$ cat src/rtl/cond_pkg.sv
// Shared constants and helpers for the input conditioning blocks.
package cond_pkg;

   localparam int SYNC_MIN = 2;
   localparam int SYNC_MAX = 4;
   localparam int DEB_MAX  = 255;

   // Width of a counter that must hold values 0..cycles.
   function automatic int deb_cnt_w(int cycles);
      return $clog2(cycles + 1);
   endfunction

endpackage

$ cat src/rtl/input_conditioner_sync_chain.sv
// N-flop synchroniser with a loadable reset value; 1-bit in/out.
module sync_chain
   import cond_pkg::*;
#(
   parameter int   N       = 2,
   parameter logic RST_VAL = 1'b0
) (
   input  logic clk,
   input  logic rst,
   input  logic d,
   output logic q
);

   generate
      if (N < SYNC_MIN || N > SYNC_MAX) begin : g_bad_n
         $error("sync_chain: N out of range");
      end
   endgenerate

   logic [N-1:0] s;

   // Shift the raw input through the chain; s[0] is the metastability catcher.
   always_ff @(posedge clk) begin
      if (rst) s <= {N{RST_VAL}};
      else     s <= {s[N-2:0], d};
   end

   assign q = s[N-1];

endmodule

$ cat src/rtl/input_conditioner.sv
// Synchronise, debounce and edge-detect one asynchronous input.
module input_conditioner
   import cond_pkg::*;
#(
   parameter int   SYNC_STAGES     = 2,
   parameter int   DEBOUNCE_CYCLES = 4,
   parameter logic RESET_VAL       = 1'b0
) (
   input  logic clk,
   input  logic rst,
   input  logic din,
   input  logic en,
   output logic dout,
   output logic rise,
   output logic fall,
   output logic busy
);

   generate
      if (SYNC_STAGES < SYNC_MIN || SYNC_STAGES > SYNC_MAX) begin : g_bad_sync
         $error("input_conditioner: SYNC_STAGES out of range");
      end
      if (DEBOUNCE_CYCLES < 1 || DEBOUNCE_CYCLES > DEB_MAX) begin : g_bad_deb
         $error("input_conditioner: DEBOUNCE_CYCLES out of range");
      end
   endgenerate

   localparam int CW = deb_cnt_w(DEBOUNCE_CYCLES);
   localparam logic [CW-1:0] CNT_LAST = CW'(DEBOUNCE_CYCLES - 1);

   logic          s;
   logic [CW-1:0] cnt;

   sync_chain #(
      .N       (SYNC_STAGES),
      .RST_VAL (RESET_VAL)
   ) u_sync (
      .clk (clk),
      .rst (rst),
      .d   (din),
      .q   (s)
   );

   // Count enabled mismatch cycles; commit the new level when the run completes.
   always_ff @(posedge clk) begin
      if (rst) begin
         dout <= RESET_VAL;
         cnt  <= '0;
         rise <= 1'b0;
         fall <= 1'b0;
      end else begin
         rise <= 1'b0;
         fall <= 1'b0;
         if (s == dout) begin
            cnt <= '0;
         end else if (en) begin
            if (cnt == CNT_LAST) begin
               dout <= s;
               cnt  <= '0;
               rise <= s;
               fall <= ~s;
            end else begin
               cnt <= cnt + CW'(1);
            end
         end
      end
   end

   // A non-zero count means a level change is pending.
   assign busy = (cnt != '0);

endmodule

$ cat config.mk
export PLATFORM = sky130hd
export DESIGN_NAME = input_conditioner
export DESIGN_NICKNAME = d
export VERILOG_FILES = /design/src/rtl/cond_pkg.sv /design/src/rtl/input_conditioner_sync_chain.sv /design/src/rtl/input_conditioner.sv
export SDC_FILE = /design/constraint.sdc
export NUM_CORES = 1
export LEC_CHECK = 0
export CAP_MARGIN = 20
export CELL_PAD_IN_SITES_DETAIL_PLACEMENT = 1
export CELL_PAD_IN_SITES_GLOBAL_PLACEMENT = 2
export CORE_AREA = 2 2 39 41
export DETAILED_ROUTE_END_ITERATION = 16
export DIE_AREA = 0 0 41 43
export MAX_ROUTING_LAYER = met4
export PLACE_DENSITY = 0.61
export SLEW_MARGIN = 40
export SYNTH_ARGS = -nofsm -noshare
export SYNTH_HDL_FRONTEND = slang
export SYNTH_SLANG_ARGS = --single-unit
$ cat constraint.sdc
create_clock -name clk -period 1.6 [get_ports clk]
set_clock_uncertainty 0.2 [all_clocks]
set_input_delay 0.32 -clock clk [delete_from_list [all_inputs] [get_ports clk]]
set_output_delay 0.32 -clock clk [all_outputs]
set_load 0.02 [all_outputs]
After elaboration in Yosys (flattened, before gate mapping)
Index checks and enable logic that the tools add are counted.

Muxes and demuxes: 1. $add $sub $neg: 1. Bitwise gates (word level): 4. Reduce and logical (&&, ||, !) cells: 4. Eq/ne operators: 2.

Operators by type and width (count): $not 1->1 (4); $reduce_or 4->1 (1); $add 3x1->3 const B (1); $eq 3x2->1 const B (1); $mux 3 (1); $reduce_and 3->1 (1); $reduce_bool 3->1 (1); $reduce_or 2->1 (1); $eq 1x1->1 (1).

Logic and storage cells: 17. Output and inout port bits: 4. Register bits after elaboration: 8. Input bits: 4.

Depth between registers and ports, before layout
Gate-level depths: netlist (run 1).

Word-level depth: 3. Depth in mapped cells: 4. Mapped depth without buffers: 4.

Cells and area by module
From an unflattened synthesis (run 1), not the netlist that was laid out.

Cells, all modules: 32. Area total of the unflattened synthesis: 324.1 µm².

Modules (own cells, without submodules): input_conditioner (sequential area each 120.1 µm², times used 1, cells each 28, area an instance 271.5 µm²); sync_chain (sequential area each 40.0 µm², times used 1, cells each 4, area an instance 52.6 µm²).

Worst setup path before layout (run 1)
Ideal clock, no wire load.

Path kind: register -> output. Start: register cnt[0]. End: output port busy. Slack: 0.364 ns. Data required time: 1.080 ns. Arrival time: 0.716 ns. Path buffers: 0. Cell stages (with the launch flop): 4. Cell sequence: dfxtp_1 inv_1 ha_1 nand2b_1.

Longest elaborated chain between the ends: 1.

RTL lines: start: declaration (line input_conditioner.sv:32) `logic [CW-1:0] cnt;`; start signal: assignment (line input_conditioner.sv:63) `cnt <= cnt + CW'(1);`; $reduce_bool 3->1 (line input_conditioner.sv:70) `assign busy = (cnt != '0);`; end: declaration (line input_conditioner.sv:16) `output logic busy`.

Every way passes these cells.

Worst setup path in the final report (run 1)
Same ends and word-level chain as after synthesis.

==> qor.txt, run 1 <==
Crit. End Element = primary output
final setup vio count = 0
chip width = 41 µm
total power = 0.385 mW
Hold Buf Count CTS = 0
Worst Hold Class = reg2reg
Synth Area in Adders = 7.94%
TritonCTS clock tree = done
first-pass GRT wire length = 1.14 mm
clock sinks = 8
count leader, synth = dfxtp_1
Clock Pin Slew Worst Setup and Hold Paths = 60 ps
Max H-tree Level = 1
clock network fraction of design power = 40.6%
largest net degree at the start of global routing = 6
Seq pwr share = 52.9%
DRC errors left = 0
Fin. Hold Viols = 0
clk root buf = clkbuf_4
crit share post-route = 95.7%
number of global-route vias before repair = 300
number of synthesized register bits = 8
CP Cell Sequence = inv_1, ha_1, nand2b_1, buf_6
CP bufs+invs = 2
Max IR drop VDD = 0.288 mV
final non-filler cell total = 62
post-synthesis mux area share = 6.35%
Period minus WS final = 1530 ps
synthesized area per cell = 10.5 µm²
area fraction in compound gates after synthesis = 2.38%
Post-layout nets = 54
CP max-delay cell = dfxtp_2
leak pwr = 0.218 nW
Die Span Y = 43 µm
ANT cells = 0
I/O pin total = 8
DRT Pass-1 Iters = 1
slowest cell delay on critical path = 320 ps
EDFF count, synth = 0
Synth Instances = 30
clock buffer depth = 2
cts bufs inserted = 3
Yosys cell types = 15
synth warn = 0
P&R area growth vs syn = 49.6%
Async SR Flop Fraction = 0%
Slew @ Worst Pin = 295 ps
Post-Synth XOR/XNOR Area = 2.78%
status = finished clean
RD Place Congestion = 0.627
vias = 268
Cells after DPL = 58
DRT antenna net count = 0
Synth Flop Type = dfxtp_1
CP Data Required Time = 1080 ps
drt wl/cell = 10.1 µm
grt ovf = 0
total wire length = 628 µm
WS Path Type = reg2out
Post-synth top cells = dfxtp_1, nor2_1
Initial Util = 22.8%
Core Footprint = 1380 µm²
Yosys top cell by area = dfxtp_1
Synth area leaders = dfxtp_1, ha_1, mux2i_1
top cell type's share of synthesized area = 50.8%
Cell Pwr Density = 817 nW/µm²
Logic pwr share = 6.5%
register area share after synthesis = 50.8%
First DRT Iteration DRCs = 0
GRT Overall Usage = 10.9%
CP max FO = 2
layout cells sized above 1 = 26.1%
Sw Pwr = 0.0816 mW
main combinational cell family by area after synthesis = simple AND/OR/NAND/NOR gates
Pint = 0.304 mW
fillers = 169
Max Cap Violations = 0
Max Clk Rate = 653 MHz
Top delay family on crit path = flip-flops
synthesized area = 315 µm²
startpoint types = register
DR vias/cell = 4.32
unrepaired setup endpoints after global routing = false
sw frac = 21.2%
num rows = 14
max_slew headroom = 80.2%
initial antenna violation count = 0
CP Data Arrival Time = 1010 ps
design area = 472 µm²
I/O Buffers = 7
Simple-Gate Fraction of Synth Area = 27.4%
die outline area = 1760 µm²
Post-DP Area = 443 µm²
placed wire-length estimate = 505 µm
Slew Viols, Final = 0
Post-Syn Nets = 36
clock insertion delay at the later pin of the skew report = 250 ps
-- worst reg2reg max path, stage by stage, from the launching register on --
cell      delay, ps
dfxtp_2         320
buf_4           120
ha_1            220
nand3b_1        170
mux2i_1         210
nor2_1           50
-- worst paths after layout --
check,startpoint,to,slack (ps),cells past startpoint
max,cnt[0],busy,70,4
min,u_sync.s[0],u_sync.s[1],250,1
max reg2reg,cnt[0],dout,220,5
min reg2reg,u_sync.s[0],u_sync.s[1],250,1
-- power groups by stage --
stage          Combinational [mW]  Clock, mW  Sequential (mW)
3_3_place_gp               0.0238          0            0.208
4_1_cts                    0.0243      0.167            0.204
5_1_grt                    0.0279      0.177            0.204
3_5_place_dp               0.0246          0            0.208
6_report                   0.0250      0.157            0.204
2_1_floorplan             0.00711          0            0.208
-- kinds of logic (layout without fill, tap and decap cells) --
kind of cell | Yosys count | after routing
xor+xnor | 1 | 1
compound gates | 1 | 1
fa+ha+maj | 2 | 2
simple gates | 14 | 14
flops | 8 | 8
mux | 2 | 2
buf+inv | 2 | 18
-- layer usage --
layer	GRT usage, %	share of wire [%]	wire [µm]	vias up
met5	-	0	0	-
met3	3.14	4.5	28	2
met2	15.6	56	349	5
met1	9.39	38	241	128
li1	-	-	-	133
met4	14.0	1.3	8	0
-- flip-flops by register name, summed over array words and instances, names as in the netlist --
name / count
dout: 1
cnt: 3
fall: 1
u_sync.s: 2
rise: 1
-- layout by cell type, fill, tap and decap left out --
cell and n:
dfxtp_1 7, buf_4 6, nor2_1 3, clkbuf_4 3
clkdlybuf4s50_1 3, dlygate4sd2_1 3, inv_1 2, nand2b_1 2
and3_1 2, nor2b_1 2, mux2i_1 2, ha_1 2
xnor2_1 1, nand2_1 1, o21a_1 1, nor3_1 1
nand3b_1 1, nor4b_2 1, nor4_1 1, dfxtp_2 1
buf_6 1
-- per-stage QoR --
stage | util (%) | hold WS, ps | TNS (ps) | setup WS [ps]
after floorplan | - | 192 | 0 | 364
after global placement | 32.0 | 220 | -126 | -126
after detailed placement | 32.0 | 254 | -155 | -155
after CTS | 33.0 | 262 | 0 | 6.95
after global routing | 34.1 | 267 | 0 | 13.9
final | 34.1 | 251 | 0 | 69.4
-- cell type report --
class,count,area (µm²),area share [%]
flip-flops and latches,8,161,34.2
well taps,16,20.0,4.24
repair buffers,13,113,23.9
clock buffers,3,22.5,4.77
inverters,2,7.51,1.59
multi-input cells,20,148,31.3
-- what timing repair did --
item                                    4_1_cts  5_1_grt
buffers inserted                              0        1
gates cloned                                  0        0
endpoints found under the setup margin        4        1
resized for setup                             7        3
Note: power is estimated with default switching activity, not from simulation.
==> inputs of run 2 (changes only) <==
--- a/config.mk
+++ b/config.mk
@@ -11,6 +11,7 @@
 export CORE_AREA = 2 2 39 41
 export DETAILED_ROUTE_END_ITERATION = 16
 export DIE_AREA = 0 0 41 43
+export GPL_ROUTABILITY_DRIVEN = 0
 export MAX_ROUTING_LAYER = met4
 export PLACE_DENSITY = 0.61
 export SLEW_MARGIN = 40
==> results of run 2 <==
Same layout as run 1: the final DEF is identical, and so are final timing and power.
